## config.mk

```make
export PLATFORM = sky130hd
export DESIGN_NAME = micro_sequencer
export DESIGN_NICKNAME = d
export VERILOG_FILES = /design/src/rtl/micro_sequencer.sv
export SDC_FILE = /design/constraint.sdc
export NUM_CORES = 1
export LEC_CHECK = 0
export ABC_AREA = 1
export CAP_MARGIN = 15
export CELL_PAD_IN_SITES_DETAIL_PLACEMENT = 1
export CELL_PAD_IN_SITES_GLOBAL_PLACEMENT = 2
export CORE_MARGIN = 2
export CORE_UTILIZATION = 21
export DETAILED_ROUTE_END_ITERATION = 10
export GPL_TIMING_DRIVEN = 1
export MAX_ROUTING_LAYER = met4
export PLACE_DENSITY = 0.95
export SYNTH_ARGS = -nofsm -noshare
export SYNTH_HDL_FRONTEND = slang
export SYNTH_SLANG_ARGS = --single-unit
```

## constraint.sdc

```tcl
create_clock -name clk -period 1.8 [get_ports clk]
set_input_delay 0.36 -clock clk [delete_from_list [all_inputs] [get_ports clk]]
set_output_delay 0.36 -clock clk [all_outputs]
set_load 0.05 [all_outputs]
```

## src/rtl/micro_sequencer.sv

```systemverilog
// rtl/micro_sequencer.sv - T-state control sequencer for the 8-bit CPU
//
// Purpose:
//   Fetches an instruction byte, decodes its opcode and steps a T0..T5 FSM
//   (plus HALT). The FSM drives the bus strobes and the ALU select/enable.
//   The ALU zero and carry flags are latched here for JC/JZ, because the ALU
//   recomputes its zero flag on every clock.
//
// Ports:
//   clk         in   1          system clock, all state on posedge
//   rst         in   1          synchronous, active-high reset
//   step_req    in   1          single-step request (only with MSEQ_SINGLE_STEP_EN)
//   instr       in   DATA_SIZE  instruction register contents
//   flag_zero   in   1          ALU zero flag
//   flag_carry  in   1          ALU carry flag
//   ctrl        out  12         {out_in,b_in,a_out,a_in,ir_out,ir_in,
//                                ram_in,ram_out,mar_in,pc_load,pc_inc,pc_out}
//   alu_select  out  5          ALU operation code
//   alu_en      out  1          ALU drives the bus
//   halted      out  1          1 while in HALT
//
// Configuration:
//   MSEQ_SINGLE_STEP_EN - when defined, every T0 is held (strobes low) until
//   step_req=1 is sampled; T0 then executes on the following cycle.

module micro_sequencer #(
  parameter int DATA_SIZE = 8,
  parameter int OP_WIDTH  = 4
) (
  input  logic                 clk,
  input  logic                 rst,
`ifdef MSEQ_SINGLE_STEP_EN
  input  logic                 step_req,
`endif
  input  logic [DATA_SIZE-1:0] instr,
  input  logic                 flag_zero,
  input  logic                 flag_carry,
  output logic [11:0]          ctrl,
  output logic [4:0]           alu_select,
  output logic                 alu_en,
  output logic                 halted
);

  // Strobe bit positions inside ctrl.
  localparam logic [11:0] PC_OUT  = 12'h001;
  localparam logic [11:0] PC_INC  = 12'h002;
  localparam logic [11:0] PC_LOAD = 12'h004;
  localparam logic [11:0] MAR_IN  = 12'h008;
  localparam logic [11:0] RAM_OUT = 12'h010;
  localparam logic [11:0] RAM_IN  = 12'h020;
  localparam logic [11:0] IR_IN   = 12'h040;
  localparam logic [11:0] IR_OUT  = 12'h080;
  localparam logic [11:0] A_IN    = 12'h100;
  localparam logic [11:0] A_OUT   = 12'h200;
  localparam logic [11:0] B_IN    = 12'h400;
  localparam logic [11:0] OUT_IN  = 12'h800;

  // ALU operation codes shared with the ALU.
  localparam logic [4:0] ALU_ADD  = 5'h02;
  localparam logic [4:0] ALU_SUB  = 5'h03;
  localparam logic [4:0] ALU_ADC  = 5'h09;
  localparam logic [4:0] ALU_AND  = 5'h0A;
  localparam logic [4:0] ALU_OR   = 5'h0B;
  localparam logic [4:0] ALU_XOR  = 5'h0C;
  localparam logic [4:0] ALU_LS   = 5'h0E;
  localparam logic [4:0] ALU_PASS = 5'h1F;

  // Opcodes.
  localparam logic [OP_WIDTH-1:0] OP_NOP = OP_WIDTH'(4'h0);
  localparam logic [OP_WIDTH-1:0] OP_LDA = OP_WIDTH'(4'h1);
  localparam logic [OP_WIDTH-1:0] OP_ADD = OP_WIDTH'(4'h2);
  localparam logic [OP_WIDTH-1:0] OP_SUB = OP_WIDTH'(4'h3);
  localparam logic [OP_WIDTH-1:0] OP_STA = OP_WIDTH'(4'h4);
  localparam logic [OP_WIDTH-1:0] OP_LDI = OP_WIDTH'(4'h5);
  localparam logic [OP_WIDTH-1:0] OP_JMP = OP_WIDTH'(4'h6);
  localparam logic [OP_WIDTH-1:0] OP_JC  = OP_WIDTH'(4'h7);
  localparam logic [OP_WIDTH-1:0] OP_JZ  = OP_WIDTH'(4'h8);
  localparam logic [OP_WIDTH-1:0] OP_ADC = OP_WIDTH'(4'h9);
  localparam logic [OP_WIDTH-1:0] OP_AND = OP_WIDTH'(4'hA);
  localparam logic [OP_WIDTH-1:0] OP_OR  = OP_WIDTH'(4'hB);
  localparam logic [OP_WIDTH-1:0] OP_XOR = OP_WIDTH'(4'hC);
  localparam logic [OP_WIDTH-1:0] OP_OUT = OP_WIDTH'(4'hD);
  localparam logic [OP_WIDTH-1:0] OP_SHL = OP_WIDTH'(4'hE);
  localparam logic [OP_WIDTH-1:0] OP_HLT = OP_WIDTH'(4'hF);

  typedef enum logic [2:0] {
    S_T0   = 3'd0,
    S_T1   = 3'd1,
    S_T2   = 3'd2,
    S_T3   = 3'd3,
    S_T4   = 3'd4,
    S_T5   = 3'd5,
    S_HALT = 3'd6
  } state_e;

  state_e                state_q, state_d;
  logic                  zf_q, zf_d;
  logic                  cf_q, cf_d;
  logic [OP_WIDTH-1:0]   opcode;
  logic                  is_alu2;   // two-operand ALU op (memory operand into B)
  logic                  is_arith;  // ALU op that updates carry
  logic [4:0]            op_alu_code;
  logic                  unused_operand;

`ifdef MSEQ_SINGLE_STEP_EN
  logic                  go_q, go_d;
`endif

  assign opcode         = instr[DATA_SIZE-1 -: OP_WIDTH];
  // The operand bits go straight to the bus through ir_out, never into decode.
  assign unused_operand = ^instr[DATA_SIZE-OP_WIDTH-1:0];

  always_comb begin
    is_alu2     = 1'b0;
    is_arith    = 1'b0;
    op_alu_code = ALU_PASS;
    case (opcode)
      OP_ADD:  begin is_alu2 = 1'b1; is_arith = 1'b1; op_alu_code = ALU_ADD; end
      OP_SUB:  begin is_alu2 = 1'b1; is_arith = 1'b1; op_alu_code = ALU_SUB; end
      OP_ADC:  begin is_alu2 = 1'b1; is_arith = 1'b1; op_alu_code = ALU_ADC; end
      OP_AND:  begin is_alu2 = 1'b1; op_alu_code = ALU_AND; end
      OP_OR:   begin is_alu2 = 1'b1; op_alu_code = ALU_OR;  end
      OP_XOR:  begin is_alu2 = 1'b1; op_alu_code = ALU_XOR; end
      default: ;
    endcase
  end

  always_comb begin
    state_d    = state_q;
    zf_d       = zf_q;
    cf_d       = cf_q;
    ctrl       = '0;
    alu_en     = 1'b0;
    alu_select = ALU_PASS;
`ifdef MSEQ_SINGLE_STEP_EN
    go_d       = go_q;
`endif

    case (state_q)
      S_T0: begin
`ifdef MSEQ_SINGLE_STEP_EN
        // Idle in T0 until a step request has been sampled.
        if (!go_q) begin
          go_d = step_req;
        end else begin
          ctrl    = PC_OUT | MAR_IN;
          state_d = S_T1;
          go_d    = 1'b0;
        end
`else
        ctrl    = PC_OUT | MAR_IN;
        state_d = S_T1;
`endif
      end

      S_T1: begin
        ctrl    = RAM_OUT | IR_IN | PC_INC;
        // NOP has no execute steps, so the fetch returns straight to T0.
        state_d = (opcode == OP_NOP) ? S_T0 : S_T2;
      end

      S_T2: begin
        state_d = S_T0;
        if (is_alu2 || opcode == OP_LDA || opcode == OP_STA) begin
          ctrl    = IR_OUT | MAR_IN;
          state_d = S_T3;
        end else begin
          case (opcode)
            OP_SHL: begin
              alu_select = ALU_LS;
              state_d    = S_T3;
            end
            OP_LDI:  ctrl = IR_OUT | A_IN;
            OP_JMP:  ctrl = IR_OUT | PC_LOAD;
            OP_JC:   ctrl = cf_q ? (IR_OUT | PC_LOAD) : '0;
            OP_JZ:   ctrl = zf_q ? (IR_OUT | PC_LOAD) : '0;
            OP_OUT:  ctrl = A_OUT | OUT_IN;
            OP_HLT:  state_d = S_HALT;
            default: ;
          endcase
        end
      end

      S_T3: begin
        state_d = S_T0;
        if (is_alu2) begin
          ctrl    = RAM_OUT | B_IN;
          state_d = S_T4;
        end else begin
          case (opcode)
            OP_LDA: ctrl = RAM_OUT | A_IN;
            OP_STA: ctrl = A_OUT | RAM_IN;
            OP_SHL: begin
              // Shift result was registered at the end of T2.
              ctrl   = A_IN;
              alu_en = 1'b1;
              zf_d   = flag_zero;
              cf_d   = flag_carry;
            end
            default: ;
          endcase
        end
      end

      S_T4: begin
        // The ALU registers its result at the end of this step.
        alu_select = op_alu_code;
        state_d    = S_T5;
      end

      S_T5: begin
        ctrl    = A_IN;
        alu_en  = 1'b1;
        zf_d    = flag_zero;
        // Logic ops leave the carry from the last arithmetic op intact.
        if (is_arith) begin
          cf_d = flag_carry;
        end
        state_d = S_T0;
      end

      S_HALT: state_d = S_HALT;

      default: state_d = S_T0;
    endcase

    if (rst) begin
      ctrl       = '0;
      alu_en     = 1'b0;
      alu_select = ALU_PASS;
    end
  end

  always_ff @(posedge clk) begin
    if (rst) begin
      state_q <= S_T0;
      zf_q    <= 1'b0;
      cf_q    <= 1'b0;
`ifdef MSEQ_SINGLE_STEP_EN
      go_q    <= 1'b0;
`endif
    end else begin
      state_q <= state_d;
      zf_q    <= zf_d;
      cf_q    <= cf_d;
`ifdef MSEQ_SINGLE_STEP_EN
      go_q    <= go_d;
`endif
    end
  end

  assign halted = (state_q == S_HALT);

endmodule

```

Yosys cells after proc, flatten, opt, wreduce, memory -nomap -nowiden
Cells that the tools add are included.
Widths: inputs -> output; s select.

storage, ports and cells
  bits in registers = 5
  bits in latches = 0
  RAM bits = 0
  bits in read-only memories = 0
  bits of input ports = 12
  output and inout bits = 19
  word-level logic and storage cells = 67
  memories = 0

cells by class
  $add $sub $neg = 0
  $mul = 0
  divide/modulo/power cells = 0
  $lt $le $gt $ge = 0
  eq/ne operators = 24
  shift-type cells = 0
  multiplexer cells = 31
  bitwise gates (word level) = 0
  reduce and logical (&&, ||, !) cells = 9

operator list
  kind                number
  $pmux 12 s5         2
  $eq 4x4->1 const B  8
  $pmux 10 s3         1
  $pmux 5 s6          1
  $mux 12             2
  $pmux 3 s6          1
  $eq 4x3->1 const B  4
  $mux 8              2
  $mux 5              3
  $mux 11             1
  $mux 1              10
  $pmux 5 s2          1
  $eq 3x3->1 const B  3
  $eq 4x2->1 const B  2
  $eq 3x2->1 const B  2
  $mux 3              2
  $ne 2x2->1 const B  3
  $pmux 1 s2          3
  $pmux 3 s2          1
  $reduce_or 6->1     1
  $eq 4x1->1 const B  1
  $logic_not 4->1     1
  $reduce_and 4->1    1
  $eq 3x1->1 const B  1
  other kinds (6)     7

Depth between registers and ports, before layout
Gate-level depths: netlist of the first run.

  depth after elaboration = 8
  gate-level depth with buffers = 9
  gate-level depth less buffers = 9

Least setup slack after synthesis of the first run
OpenSTA, ideal clock, no wires.

  path type = input to output
  start = in instr[5]
  end = out alu_select[4]
  arrival time = 1946 ps
  data required time = 1440 ps
  setup slack = -506 ps
  cell stages on the path = 4
  path buffers = 1
  cell sequence = buf_4 nand3_1 nand3_2 o21ai_0

between the ends
  cells in the longest elaborated chain, start to end = 8
  elaborated cells between the ends (all ways) = 18
  those cells by class = 9 x eq/ne; 6 x mux; 3 x reduce/logical

RTL lines
  element                                          line  source
  start: declaration                               35    input logic [DATA_SIZE-1:0] instr,
  $eq 4x4->1 / $eq 4x2->1 (equally long branches)  117   case (opcode)
  $reduce_or 6->1 (no source line)                 n/a
  $mux 1                                           117
  $logic_or 1x1->1 (2 in a row)                    164   if (is_alu2 || opcode == OP_LDA || opcode == OP_STA) begin
  $mux 5                                           164
  $pmux 5 s2 (*)                                   139   case (state_q)
  $mux 5 (*)                                       227   if (rst) begin
  end: declaration                                 39    output logic [4:0] alu_select,

Mark *: on every way between the ends. The rest lies on a longest branch, timed or not.

Worst setup path after layout of the first run
  start = reg state_q[2]
  end = out ctrl[8]

between the ends
  cells in the longest elaborated chain, start to end = 3
  elaborated cells between the ends (all ways) = 7
  those cells by class = 4 x eq/ne; 2 x mux; 1 x reduce/logical

RTL lines
  element                             line  source
  start: declaration                  96    state_e state_q, state_d;
  start signal: assignment            243   state_q <= state_d;
  $eq 3x3->1 (tied with other cells)  139
  $pmux 12 s5 (*)                     139
  $mux 12 (*)                         227
  end: declaration                    38    output logic [11:0] ctrl,

Marked as above.

==> results.ini, run 1 <==
[worst_setup_path]
worst-r2r-setup-slack_ns=0.44
path_cells=inv_2, nand2_4, nor2_4, buf_6, nand3_4, a31oi_4, buf_12
crit_path_max_incr_delay_ns=0.32
start_kind=flop
crit_path_top_delay_cell=sky130_fd_sc_hd__dfxtp_2
crit_family=buffers and inverters
worst-path-max-fanout=4
number_of_cells_on_the_critical_path=7
worstPathBufferInverterCount=3
critPathArrivalTime_ns=1.50
worst-endpoint-required_ns=1.44
end_kind=primary output
worst-r2r-cell-count=10
criticalPathCategory=reg -> out

[clock_tree]
clock_sinks=5
clkLatencyLatePin_ns=0.25
clk_slew_on_worst_s_h_paths_ns=0.05
cts-htree-levels=1
cts_tree=yes
cts_hold_repair.buffers=0
library_cell_used_as_clock_root_buffer=sky130_fd_sc_hd__clkbuf_4
cts_inserted_buffers=3
cts-root-to-sink-buffers=2

[floorplanning]
top_level_port_count=31
core_area_um2=3050
start_util_pct=21.9
die_h_um=60.5
rows=20
die_area_um2=3660
die_width_um=60.5

[run_status]
result_of_the_run=finished, violations left
violated_checks=setup timing

[routing]
detail-route-antenna-nets=0
route.final.wire_length_um=3610
count_of_unresolved_drc_violations_after_routing=0
routed_via_density=4.59
dr_total_vias=1065
avgRoutedWirePerCell_um=15.6
first_iter_violations=26
first_pass_iters=2

[pwr]
peakVddDrop_mv=0.304
power-per-cell-area_nw_per_um2=400
total_leakage_power_nw=0.744

[timing]
setup_slack_ns=-0.0599
slew_violations=0
finalSetupViolations=6
rsz0062_at_grt=yes
final_period_minus_worst_setup_slack_ns=1.86
worst_slew_margin_rel_pct=81.6
min_period_over_period_pct=103
highest_clock_frequency_the_design_can_meet_mhz=538
timing.clock.skew_ns=0.00411
finalHoldViolCount=0
tightest_slew_ns=0.276
final_hold_slack_ns=0.523

[synthesis]
synth-seq-area-share_pct=15.0
yosys_warnings=0
syn-cell-area_um2=669
synthTopCellsByArea=sky130_fd_sc_hd__nand2_1 (15%), sky130_fd_sc_hd__dfxtp_1 (15%), sky130_fd_sc_hd__nor2_1 (10%)
postSynthCellCount=114
number_of_distinct_standard_cells_referenced_by_the_synthesized_netlist=22
synth_nets=126
synth_top_area_share_pct=15.1
synthDominantAreaCellType=sky130_fd_sc_hd__nand2_1
synth.avg_cell_area_um2=5.87
total_of_flip_flops_plus_latches_after_synthesis=5

[worst_hold_path]
worst_min_delay_path_class=reg -> reg
hold_depth=2

[grt]
antenna_found_initial=0
gr-total-overflow=0
first_global_vias=1154
grt_first_pass_wirelength_um=5530
grtUsageTotal_pct=21.0
grt_max_degree=9

[layout]
drive_above_1_share_pct=72.3
finish.net_count=201
n_antenna_cell=0
final_common_cell=sky130_fd_sc_hd__buf_4
layout.cells.most_common_list=sky130_fd_sc_hd__buf_4 (44), sky130_fd_sc_hd__nand2_1 (18), sky130_fd_sc_hd__buf_12 (18)
area_delta_synth_final_pct=162

[place]
port_buffers=26
post-place-ws_ns=-0.462
hpwl_um=2380
globalplace.congestion=0.858

[flow_run]
max_cap_violations=0

what timing repair did:
action	4_1_cts	5_1_grt
setup buffers	13	9
setup endpoints to repair	18	13
endpoints found under the hold margin	0	0
gates resized for setup	66	10
pin swaps	20	13
cells by family after synthesis:
| logic type | count (synthesis) | share of synthesized area [%] |
|---|---|---|
| simple gates | 70 | 50.5 |
| buf+inv | 18 | 11.2 |
| flops | 5 | 15.0 |
| compound gates | 21 | 23.4 |
final timing paths:
check,end,start
min reg2reg,cf_q,cf_q
max reg2reg,cf_q,state_q[2]
max,ctrl[8],state_q[2]
min,cf_q,cf_q
worst min-delay path, cell delays in order (launching register included):
cell                      delay [ns]
sky130_fd_sc_hd__dfxtp_1        0.31
sky130_fd_sc_hd__nand2_1        0.10
sky130_fd_sc_hd__a21oi_2        0.06
through the flow:
| step | utilization (%) | total power, mW | std cells | setup TNS, ns | cell area (um2) |
|---|---|---|---|---|---|
| 2_1_floorplan | - | 0.308 | 114 | -0.137 | 707 |
| 3_3_place_gp | 44.8 | 0.461 | 206 | -4.85 | 1370 |
| 3_5_place_dp | 44.8 | 0.470 | 206 | -5.65 | 1370 |
| 4_1_cts | 53.5 | 0.667 | 223 | -0.119 | 1630 |
| 5_1_grt | 57.4 | 0.733 | 232 | -0.699 | 1750 |
| 6_report | 57.4 | 0.701 | 232 | -0.119 | 1750 |
area by class of cell:
type / instances / area (um2)
inverter: 15 / 63.8
timing repair buffer: 73 / 785
tap: 44 / 55.1
sequential: 5 / 106
fill: 365 / 1300
multi-input combinational: 91 / 716
clock buffer: 4 / 26.3
per-layer routing:
layer  vias to the layer above  GRT usage, %  part of all wire, %
met5                         -             -                    0
met4                         0          8.07                  2.0
met3                         8          1.49                  3.4
met2                        30          37.3                   53
met1                       510          24.6                   41
li1                        517             -                    -
Yosys cell counts:
| cell | n |
|---|---|
| sky130_fd_sc_hd__nor2_2 | 3 |
| sky130_fd_sc_hd__nand4_1 | 1 |
| sky130_fd_sc_hd__a31oi_2 | 2 |
| sky130_fd_sc_hd__nand2_1 | 27 |
| sky130_fd_sc_hd__nand2_2 | 3 |
| sky130_fd_sc_hd__o21ai_1 | 1 |
| sky130_fd_sc_hd__o211ai_1 | 1 |
| sky130_fd_sc_hd__dfxtp_1 | 5 |
| sky130_fd_sc_hd__nor3_1 | 1 |
| sky130_fd_sc_hd__o21ai_0 | 5 |
| sky130_fd_sc_hd__nor2_4 | 4 |
| sky130_fd_sc_hd__a21oi_1 | 5 |
| sky130_fd_sc_hd__o21bai_4 | 1 |
| sky130_fd_sc_hd__a21oi_2 | 5 |
| sky130_fd_sc_hd__inv_1 | 9 |
| sky130_fd_sc_hd__buf_4 | 2 |
| sky130_fd_sc_hd__inv_2 | 6 |
| sky130_fd_sc_hd__a31oi_1 | 1 |
| sky130_fd_sc_hd__nand3_2 | 2 |
| sky130_fd_sc_hd__clkbuf_1 | 1 |
| sky130_fd_sc_hd__nand3_1 | 11 |
| sky130_fd_sc_hd__nor2_1 | 18 |
report_power, final:
part	switching (mW)	internal, mW
clock	0.0506	0.0841
sequential	0.0109	0.120
combinational	0.241	0.195
sequential cells by signal (all words and copies together) (netlist names):
name     count
zf_q         1
state_q      3
cf_q         1
(Power assumes the default switching activity.)
==> run 2: changes to the inputs <==
Settings changed: CAP_MARGIN 15 to not set, SETUP_SLACK_MARGIN set to 0.1.
==> results.ini, run 2 (same netlist as run 1, synthesis figures left out) <==
[layout]
area_delta_synth_final_pct=166
regArea_um2=109  ; +2.4%
finish.net_count=196  ; -2.5%
drive_above_1_share_pct=73.2  ; +0.88 points
area_taken_by_multi_input_logic_gates_um2=753  ; +5.2%
finalNonFillerCells=227  ; -2.2%
layout.core_utilization_pct=58.4  ; +0.98 points
n_antenna_cell=0  ; unchanged
filler_cell_count=351  ; -3.8%
finalInstanceArea_um2=1780  ; +1.7%
top_register=state_q
final_common_cell=sky130_fd_sc_hd__buf_4
number_of_flip_flops_under_the_largest_register_name=3  ; unchanged
layout.cells.most_common_list=sky130_fd_sc_hd__buf_4 (35), sky130_fd_sc_hd__nand2_1 (19), sky130_fd_sc_hd__buf_12 (18)
reg_top3=state_q x3, cf_q x1, zf_q x1

[pwr]
internal_power_mw=0.393  ; -1.4%
combinationalPowerShare_pct=61.7  ; -0.5 points
power_switching_share_pct=45.3  ; +2.1 points
portion_of_total_power_attributed_to_sequential_cells_pct=18.5  ; about the same
netSwitchingPower_mw=0.325  ; +7.4%
post-layout-total-power_mw=0.718  ; +2.4%
total_leakage_power_nw=0.724  ; -2.6%
power-per-cell-area_nw_per_um2=403  ; +0.67%
peakVddDrop_mv=0.327  ; +7.5%
p_clk_share_pct=19.8  ; +0.6 points

[clock_tree]
cts_hold_repair.buffers=0  ; unchanged
cts_inserted_buffers=3  ; unchanged
clock_sinks=5  ; unchanged
library_cell_used_as_clock_root_buffer=sky130_fd_sc_hd__clkbuf_4
clkLatencyLatePin_ns=0.26  ; about the same
clk_slew_on_worst_s_h_paths_ns=0.05  ; about the same
cts_tree=yes
cts-root-to-sink-buffers=2  ; unchanged
cts-htree-levels=1  ; unchanged

[grt]
grt_util_met2_pct=38.7  ; +1.4 points
grtUsageTotal_pct=20.9  ; -0.045 points
gr-total-overflow=0  ; unchanged
grt_max_degree=13  ; +4
global_routing_met1_resource_utilization_pct=22.2  ; -2.3 points
top_usage_layer=met2
antenna_found_initial=0  ; unchanged
met3_usage_pct=5.76  ; +4.3 points
first_global_vias=1092  ; -5.4%
grt_first_pass_wirelength_um=5400  ; -2.4%

[worst_setup_path]
worstPathBufferInverterCount=3  ; unchanged
worst-endpoint-required_ns=1.44  ; about the same
end_kind=primary output
crit_path_max_incr_delay_ns=0.41  ; +0.09 ns
criticalPathCategory=reg -> out
critPathArrivalTime_ns=1.51  ; about the same
crit_path_top_delay_cell=sky130_fd_sc_hd__dfxtp_4
start_kind=flop
worst-path-max-fanout=5  ; +1
crit_family=flip-flops
path_cells=inv_4, nor2_4, buf_6, nand3_4, a31oi_4, buf_12

[timing]
tightest_slew_ns=0.327  ; +0.0504 ns
min_period_over_period_pct=104  ; +0.47 points
highest_clock_frequency_the_design_can_meet_mhz=535  ; -0.45%
final_period_minus_worst_setup_slack_ns=1.87  ; +0.00841 ns
worst_slew_margin_rel_pct=78.1  ; -3.5 points
slew_violations=0  ; unchanged
fin_setup_tns_ns=-0.334  ; -0.215 ns
final_hold_slack_ns=0.521  ; -0.00162 ns
timing.clock.skew_ns=0.00906  ; +0.00495 ns
setup_slack_ns=-0.0683  ; -0.00841 ns
finalHoldViolCount=0  ; unchanged
rsz0062_at_grt=yes
finalSetupViolations=8  ; +2

[routing]
first_iter_violations=23  ; -12%
detail-route-antenna-nets=0  ; unchanged
routed_via_density=4.80  ; +4.6%
count_of_unresolved_drc_violations_after_routing=0  ; unchanged
route.final.wire_length_um=3930  ; +8.6%
avgRoutedWirePerCell_um=17.3  ; +11%
first_pass_iters=4  ; +2
dr_total_vias=1090  ; +2.3%

[place]
numPlacedInstances=202  ; -1.9%
placedInstanceArea_um2=1360  ; -0.64%
post-place-ws_ns=-0.489  ; -0.0263 ns
port_buffers=26  ; unchanged
hpwl_um=2380  ; +0.36%
globalplace.congestion=0.851  ; -0.89%

[run_status]
violated_checks=setup timing
result_of_the_run=finished, violations left

[floorplanning]
top_level_port_count=31  ; unchanged
die_area_um2=3660  ; unchanged
start_util_pct=21.9  ; unchanged
rows=20  ; unchanged
core_area_um2=3050  ; unchanged
die_h_um=60.5  ; unchanged
die_width_um=60.5  ; unchanged

[flow_run]
max_cap_violations=0  ; unchanged

[worst_hold_path]
worst_min_delay_path_class=reg -> reg

## run 2: final timing paths
check / slack, ns / cells past startpoint / end / start
worst min-delay path: 0.52 / 2 / cf_q / cf_q
worst max register to register: 0.49 / 9 / cf_q / state_q[0]
worst max-delay path: -0.07 / 6 / ctrl[8] / state_q[0]
worst min register to register: 0.52 / 2 / cf_q / cf_q
## run 2: per-layer routing
metal | up-vias | share of wire [%]
met5 | - | 0
met4 | 0 | 3.3
met3 | 10 | 3.7
met2 | 29 | 55
met1 | 541 | 38
li1 | 510 | -
## run 2: power groups by stage
| stage | sequential, mW | combinational, mW | clock [mW] |
|---|---|---|---|
| after floorplan | 0.129 | 0.185 | 0 |
| after global placement | 0.128 | 0.330 | 0 |
| after detailed placement | 0.129 | 0.340 | 0 |
| after CTS | 0.130 | 0.389 | 0.134 |
| after global routing | 0.134 | 0.468 | 0.152 |
| final | 0.133 | 0.443 | 0.142 |
## run 2: tightest hold or removal path, delay by kind of cell (launching register included)
family	cells	cell delay, ns
DFF	1	0.33
and+or+nand+nor	1	0.09
AOI/OAI and AO/OA	1	0.05
## run 2: cell type report
class	count	share of cell area [%]
timing repair buffer	68	43.3
multi-input combinational	91	42.3
sequential	5	6.11
inverter	15	3.72
tap	44	3.09
clock buffer	4	1.47
## run 2: repair_timing
action                                  CTS  global route
gates resized for setup                  61            26
pin swaps                                19            14
setup buffers                            12             9
endpoints found under the setup margin   18            18
==> run 3: changes to the inputs <==
Settings changed: HOLD_SLACK_MARGIN set to 0.06.
==> results of run 3 <==
Final layout, timing and power as in run 2 (identical DEF).
